`src/rtl/alu_mul_seq_if.sv`:
```
// alu_mul_seq_if: start/busy/done handshake and data bus of the sequential
// multiplier.
//   start   : request from the master, sampled by the multiplier only when idle
//   a, b    : multiplicand / multiplier, signed two's complement
//   busy    : iteration in progress
//   done    : one-cycle pulse, product/zr/ng valid
//   product : low WIDTH bits of a*b, held until the next done
//   zr, ng  : product == 0, product sign bit
interface alu_mul_seq_if #(parameter int WIDTH = 16);
  logic             start;
  logic [WIDTH-1:0] a;
  logic [WIDTH-1:0] b;
  logic             busy;
  logic             done;
  logic [WIDTH-1:0] product;
  logic             zr;
  logic             ng;

  modport master (output start, a, b, input busy, done, product, zr, ng);
  modport slave  (input start, a, b, output busy, done, product, zr, ng);
endinterface

```
`src/rtl/alu_mul_seq.sv`:
```
// alu: combinational 16-bit ALU with the six-bit zx/nx/zy/ny/f/no control
// scheme.
//   x_i, y_i     : operands
//   zx_i .. no_i : zero/negate x, zero/negate y, function (1 = add, 0 = and),
//                  negate output
//   out_o        : result
//   zr_o, ng_o   : out_o == 0, out_o sign bit
module alu (
  input  logic [15:0] x_i,
  input  logic [15:0] y_i,
  input  logic        zx_i,
  input  logic        nx_i,
  input  logic        zy_i,
  input  logic        ny_i,
  input  logic        f_i,
  input  logic        no_i,
  output logic [15:0] out_o,
  output logic        zr_o,
  output logic        ng_o
);
  logic [15:0] x_z, x_n, y_z, y_n, f_out;

  assign x_z   = zx_i ? 16'h0000 : x_i;
  assign x_n   = nx_i ? ~x_z : x_z;
  assign y_z   = zy_i ? 16'h0000 : y_i;
  assign y_n   = ny_i ? ~y_z : y_z;
  assign f_out = f_i ? (x_n + y_n) : (x_n & y_n);
  assign out_o = no_i ? ~f_out : f_out;
  assign zr_o  = (out_o == 16'h0000);
  assign ng_o  = out_o[15];
endmodule

// alu_mul_seq: multi-cycle shift-and-add multiplier that sequences a single
// ALU instance, alternating between the accumulate step and the
// multiplicand-doubling step. Fixed 34-cycle turnaround, including DONE and
// the following idle cycle.
//   clk   : system clock, rising edge
//   rst_n : synchronous active-low reset; aborts any operation in flight
//   bus   : slave side of alu_mul_seq_if (start/a/b in, busy/done/product/zr/ng out)
//
// state   | meaning
// --------+-----------------------------------------------------------------
// S_IDLE  | waiting for start; operands captured on acceptance
// S_ADD   | acc += mcand when the current multiplier bit is set
// S_SHIFT | mcand doubled through the ALU, mplier >>= 1, count++
// S_DONE  | product/zr/ng latched from acc, done pulsed on the next cycle
module alu_mul_seq #(
  parameter int WIDTH = 16
) (
  input  logic         clk,
  input  logic         rst_n,
  alu_mul_seq_if.slave bus
);
  typedef enum logic [1:0] {S_IDLE, S_ADD, S_SHIFT, S_DONE} state_t;

  state_t           state_q, state_d;
  logic [WIDTH-1:0] acc_q, acc_d;
  logic [WIDTH-1:0] mcand_q, mcand_d;
  logic [WIDTH-1:0] mplier_q, mplier_d;
  logic [3:0]       count_q, count_d;
  logic [WIDTH-1:0] product_q, product_d;
  logic             zr_q, zr_d;
  logic             ng_q, ng_d;
  logic             done_q, done_d;

  logic [WIDTH-1:0] alu_x, alu_y, alu_out;
  logic             alu_zr, alu_ng;
  logic             unused_alu_flags;

  // Control bits tied to x+y; sequencing is done purely through the operand muxes.
  alu u_alu (
    .x_i   (alu_x),
    .y_i   (alu_y),
    .zx_i  (1'b0),
    .nx_i  (1'b0),
    .zy_i  (1'b0),
    .ny_i  (1'b0),
    .f_i   (1'b1),
    .no_i  (1'b0),
    .out_o (alu_out),
    .zr_o  (alu_zr),
    .ng_o  (alu_ng)
  );

  assign unused_alu_flags = alu_zr ^ alu_ng;

  always_comb begin
    state_d   = state_q;
    acc_d     = acc_q;
    mcand_d   = mcand_q;
    mplier_d  = mplier_q;
    count_d   = count_q;
    product_d = product_q;
    zr_d      = zr_q;
    ng_d      = ng_q;
    done_d    = 1'b0;
    alu_x     = acc_q;
    alu_y     = mcand_q;

    case (state_q)
      S_IDLE: begin
        if (bus.start) begin
          acc_d    = '0;
          mcand_d  = bus.a;
          mplier_d = bus.b;
          count_d  = 4'd0;
          state_d  = S_ADD;
        end
      end
      S_ADD: begin
        if (mplier_q[0]) acc_d = alu_out;
        state_d = S_SHIFT;
      end
      S_SHIFT: begin
        // mcand + mcand == mcand << 1
        alu_x    = mcand_q;
        alu_y    = mcand_q;
        mcand_d  = alu_out;
        mplier_d = mplier_q >> 1;
        count_d  = count_q + 4'd1;
        state_d  = (count_q == 4'd15) ? S_DONE : S_ADD;
      end
      S_DONE: begin
        product_d = acc_q;
        zr_d      = (acc_q == '0);
        ng_d      = acc_q[WIDTH-1];
        done_d    = 1'b1;
        state_d   = S_IDLE;
      end
      default: state_d = S_IDLE;
    endcase
  end

  always_ff @(posedge clk) begin
    if (!rst_n) begin
      state_q   <= S_IDLE;
      acc_q     <= '0;
      mcand_q   <= '0;
      mplier_q  <= '0;
      count_q   <= 4'd0;
      product_q <= '0;
      zr_q      <= 1'b0;
      ng_q      <= 1'b0;
      done_q    <= 1'b0;
    end else begin
      state_q   <= state_d;
      acc_q     <= acc_d;
      mcand_q   <= mcand_d;
      mplier_q  <= mplier_d;
      count_q   <= count_d;
      product_q <= product_d;
      zr_q      <= zr_d;
      ng_q      <= ng_d;
      done_q    <= done_d;
    end
  end

  assign bus.busy    = (state_q == S_ADD) || (state_q == S_SHIFT);
  assign bus.done    = done_q;
  assign bus.product = product_q;
  assign bus.zr      = zr_q;
  assign bus.ng      = ng_q;
endmodule

```
`src/flat_wrapper.sv`:
```
// flat-port wrapper written by rule: the top's interface ports become plain ports
module alu_mul_seq_flat 
#(
  parameter int WIDTH = 16
)
  (clk, rst_n, bus_start, bus_a, bus_b, bus_busy, bus_done, bus_product, bus_zr, bus_ng);
  alu_mul_seq_if #(.WIDTH(WIDTH)) bus_i ();
  input  logic clk;
  input  logic rst_n;
  input wire logic [$bits(bus_i.start)-1:0] bus_start;
  input wire logic [$bits(bus_i.a)-1:0] bus_a;
  input wire logic [$bits(bus_i.b)-1:0] bus_b;
  output wire logic [$bits(bus_i.busy)-1:0] bus_busy;
  output wire logic [$bits(bus_i.done)-1:0] bus_done;
  output wire logic [$bits(bus_i.product)-1:0] bus_product;
  output wire logic [$bits(bus_i.zr)-1:0] bus_zr;
  output wire logic [$bits(bus_i.ng)-1:0] bus_ng;
  assign bus_i.start = bus_start;
  assign bus_i.a = bus_a;
  assign bus_i.b = bus_b;
  assign bus_busy = bus_i.busy;
  assign bus_done = bus_i.done;
  assign bus_product = bus_i.product;
  assign bus_zr = bus_i.zr;
  assign bus_ng = bus_i.ng;
  alu_mul_seq #(.WIDTH(WIDTH)) u_core (.clk(clk), .rst_n(rst_n), .bus(bus_i));
endmodule
```
`config.mk`:
```
export PLATFORM = sky130hd
export DESIGN_NAME = alu_mul_seq_flat
export DESIGN_NICKNAME = d
export VERILOG_FILES = /design/src/rtl/alu_mul_seq_if.sv /design/src/rtl/alu_mul_seq.sv /design/src/flat_wrapper.sv
export SDC_FILE = /design/constraint.sdc
export NUM_CORES = 1
export LEC_CHECK = 0
export CAP_MARGIN = 20
export CORE_UTILIZATION = 35
export DETAILED_ROUTE_END_ITERATION = 8
export DONT_BUFFER_PORTS = 1
export GPL_TIMING_DRIVEN = 1
export PLACE_DENSITY_LB_ADDON = 0.3
export RECOVER_POWER = 50
export SLEW_MARGIN = 20
export SYNTH_ARGS = -nofsm -noshare
export SYNTH_HDL_FRONTEND = slang
export SYNTH_SLANG_ARGS = --single-unit
```
`constraint.sdc`:
```
create_clock -name clk -period 4.3 [get_ports clk]
set_input_delay 0.86 -clock clk [delete_from_list [all_inputs] [get_ports clk]]
set_output_delay 0.86 -clock clk [all_outputs]
set_load 0.01 [all_outputs]
```
==> flow_summary.json <==
{
  "avgSynthCellArea_um2": 9.28,
  "hold_path_depth": 2,
  "synth_simple_gate_area_share_pct": 16.0,
  "crit_fanout": 24,
  "clock_skew_ps": 5.09,
  "synth_area_um2": 4060,
  "vias_in_the_first_global_route": 2986,
  "detailed_place_hpwl_um": 6640,
  "reg2reg_slack_ps": 960,
  "tritoncts_clock_tree": "done",
  "route.vias.total": 3059,
  "post_synth_fa_ha_maj_area_fraction_pct": 7.90,
  "path_category_of_the_worst_min_delay_check": "register to register",
  "avgViaCountPerCell": 5.37,
  "synth_warnings": 0,
  "report.final.slew_viol_count": 0,
  "final_min_period_over_clock_period_pct": 77.6,
  "seqPwrFrac_pct": 41.9,
  "coreArea_um2": 11100,
  "crit_type": "register to register",
  "reg2reg_depth": 10,
  "vdd_ir_drop_max_mv": 0.263,
  "drv.max_cap_violation_count": 0,
  "cts.repair.resized": 0,
  "netlist.top_cell.by_area": "dfxtp_1",
  "switching_power_as_a_share_of_total_power_pct": 30.1,
  "detailedRoute.firstPassIterationCount": 4,
  "critical_path_top_delay_cell": "clkbuf_1",
  "die_height_um": 110,
  "antenna_found_initial": 0,
  "path_clk_slew_ps": 50,
  "multi_input_comb_area_um2": 2470,
  "clk_root_buffer_cell": "clkbuf_16",
  "max_freq_ghz": 0.300,
  "post_cts_hold_buffer_count": 0,
  "dieWidth_um": 110,
  "cts_buffers": 9,
  "clk_latency_ps": 340,
  "ff_latch_area_um2": 1440,
  "design.final.nets": 485,
  "layout.core_utilization_pct": 40.0,
  "setup.worst_path.end_class": "register",
  "synth_top_flop_cell": "dfxtp_1",
  "r2r-end": "u_core.count_q[2]",
  "hold_start": "u_core.mplier_q[15]",
  "grt-ovfl-total": 0,
  "start_util_pct": 36.6,
  "total_negative_setup_slacks_ps": 0,
  "post_synthesis_xor_xnor_area_fraction_pct": 3.02,
  "synth_compound_area_share_pct": 19.4,
  "synth_cells": 437,
  "final_period_minus_worst_setup_slack_ps": 3340,
  "syn-num-nets": 497,
  "timing.critical_path.arrival_ps": 3570,
  "synth_sequential_area_ratio_pct": 35.5,
  "fp-row-count": 38,
  "gr-usage-all-layers_pct": 16.9,
  "cts_setup_buffers": 0,
  "min_to": "u_core.mplier_q[15]",
  "number_of_distinct_library_cell_variants_in_the_gate_level_netlist_after_synthesis": 52,
  "synth_top_area_share_pct": 35.5,
  "tightest_slew_ps": 1260,
  "layout-drive-gt1-share_pct": 9.30,
  "worst_setup_path_start_kind": "register",
  "routed_wirelength_um": 9340,
  "cts.path.max_buffers": 2,
  "number_of_routed_nets_with_antenna_violations": 0,
  "gp_routability_congestion": 0.864,
  "p_int_mw": 1.28,
  "timing.critical_path.cells": "inv_1 -> ha_1 -> buf_4 -> inv_1 -> o21ai_4 -> clkbuf_1 -> o21ai_0 -> nand2_1 -> o21ai_0 -> and2_1",
  "synthToLayoutAreaGrowth_pct": 9.38,
  "worst_slew_margin_rel_pct": 16.1,
  "post_route_drc_violation_count": 0,
  "net-switching-power_mw": 0.552,
  "fin_worst_hold_slack_ps": 476,
  "async_reset_ff_share_pct": 0,
  "run_status": "completed",
  "largest_net_degree_at_the_start_of_global_routing": 74,
  "clkSinkCount": 72,
  "part_of_the_total_power_dissipated_in_the_clock_network_pct": 37.9,
  "post_drt_wl_per_cell_um": 16.4,
  "die_area_um2": 12000,
  "synth_top_family_by_area": "compound AO/OA/AOI/OAI gates",
  "initialDrtViolationCount": 231,
  "layout.filler_cells": 1088,
  "number_of_non_filler_instances_in_the_completed_layout": 570,
  "synth.top_cells.by_area": "dfxtp_1, mux2i_1, ha_1, o211a_1, nor2b_1",
  "synthTopCellsByCount": "dfxtp_1, nand2_1, mux2i_1",
  "synth_most_common_cell": "dfxtp_1",
  "synth_enable_flop_cells": 0,
  "critical_path.reg2reg.startpoint": "u_core.state_q[0]",
  "pwr-share-comb_pct": 20.2,
  "synth.ff_latch_count": 72,
  "grt_pass1_wl_um": 15300,
  "required_ps": 4530,
  "leakagePower_nw": 1.86,
  "power-per-cell-area_nw_per_um2": 413,
  "io_buffers": 0,
  "antennaDiodeCount": 0,
  "placedCellCount": 554,
  "crit_path_max_incr_delay_ps": 770,
  "total_power_mw": 1.83,
  "clock_tree.htree_level_count": 3,
  "timing.final.hold_violations": 0,
  "grt_setup_unrepaired": "no",
  "muxShareOfSynthArea_pct": 14.3,
  "design.portCount": 55,
  "final-setup-viol-count": 0
}
## kinds of logic after synthesis
logic type | Yosys count
DFF | 72
buffers and inverters | 39
xor gates and xnor gates | 14
and+or+nand+nor | 126
muxes | 56
AOI/OAI and AO/OA | 105
adders and majority gates | 25
## power by group through the flow
stage          combinational, mW  sequential [mW]  clock (mW)
4_1_cts                    0.374            0.766       0.712
2_1_floorplan              0.300            0.766           0
3_5_place_dp               0.371            0.780           0
3_3_place_gp               0.360            0.777           0
6_report                   0.371            0.767       0.694
5_1_grt                    0.415            0.774       0.743
## flip-flops by register name, summed over array words and instances, names as in the netlist
name	flops
u_core.count_q	4
u_core.alu_y	16
u_core.bus.done	1
u_core.state_q	2
u_core.bus.zr	1
u_core.acc_q	16
u_core.bus.product	15
u_core.bus.ng	1
u_core.mplier_q	16
## worst max path at each step
stage | from | end | slack (ps)
2_1_floorplan | u_core.state_q[0] | u_core.alu_y[15] | 1090
4_1_cts | u_core.state_q[0] | u_core.alu_y[14] | 1020
5_1_grt | u_core.state_q[0] | u_core.count_q[3] | 590
3_3_place_gp | u_core.state_q[0] | u_core.alu_y[14] | 1100
3_5_place_dp | u_core.state_q[0] | u_core.alu_y[14] | 1040
6_report | u_core.state_q[0] | u_core.count_q[2] | 960
## layout make-up
cell class / instances / share of cell area [%]
clock buffers: 11 / 5.47
repair buffers: 6 / 0.846
flip-flops and latches: 72 / 32.5
clock inverters: 5 / 0.733
well taps: 140 / 3.95
multi-input cells: 326 / 55.7
inverters: 10 / 0.846
## metrics by stage
stage	instance area [µm²]	setup slack [ps]
floorplan	4060	1090
global route	4440	593
global placement	4170	1100
finish	4440	965
CTS	4440	1020
detailed placement	4170	1040
## metal layers
layer  up-vias  global-route usage, %  wire, µm
met5         -                      0         0
li1       1550                      -         -
met4         0                   5.52        97
met2        61                   25.2      4050
met3         6                   6.52       593
met1      1442                   22.2      4590
## critical path: cells and delay by family (launching register included)
family / cells / cell delay (ps)
buf+inv: 4 / 1490
compound gates: 3 / 620
fa+ha+maj: 1 / 520
flops: 1 / 340
simple gates: 2 / 260
## layout by cell type (no fill, tap or decap), types with 10 or more instances in the layout
cell type and n:
ha_1 24, nor2b_1 31, a21oi_1 17, nor2_1 10, nand2_1 46, dfxtp_1 72, mux2i_1 41, o21ai_0 20
o211a_1 20, inv_1 10, mux2_2 14
Power figures use the tool's default switching activity.
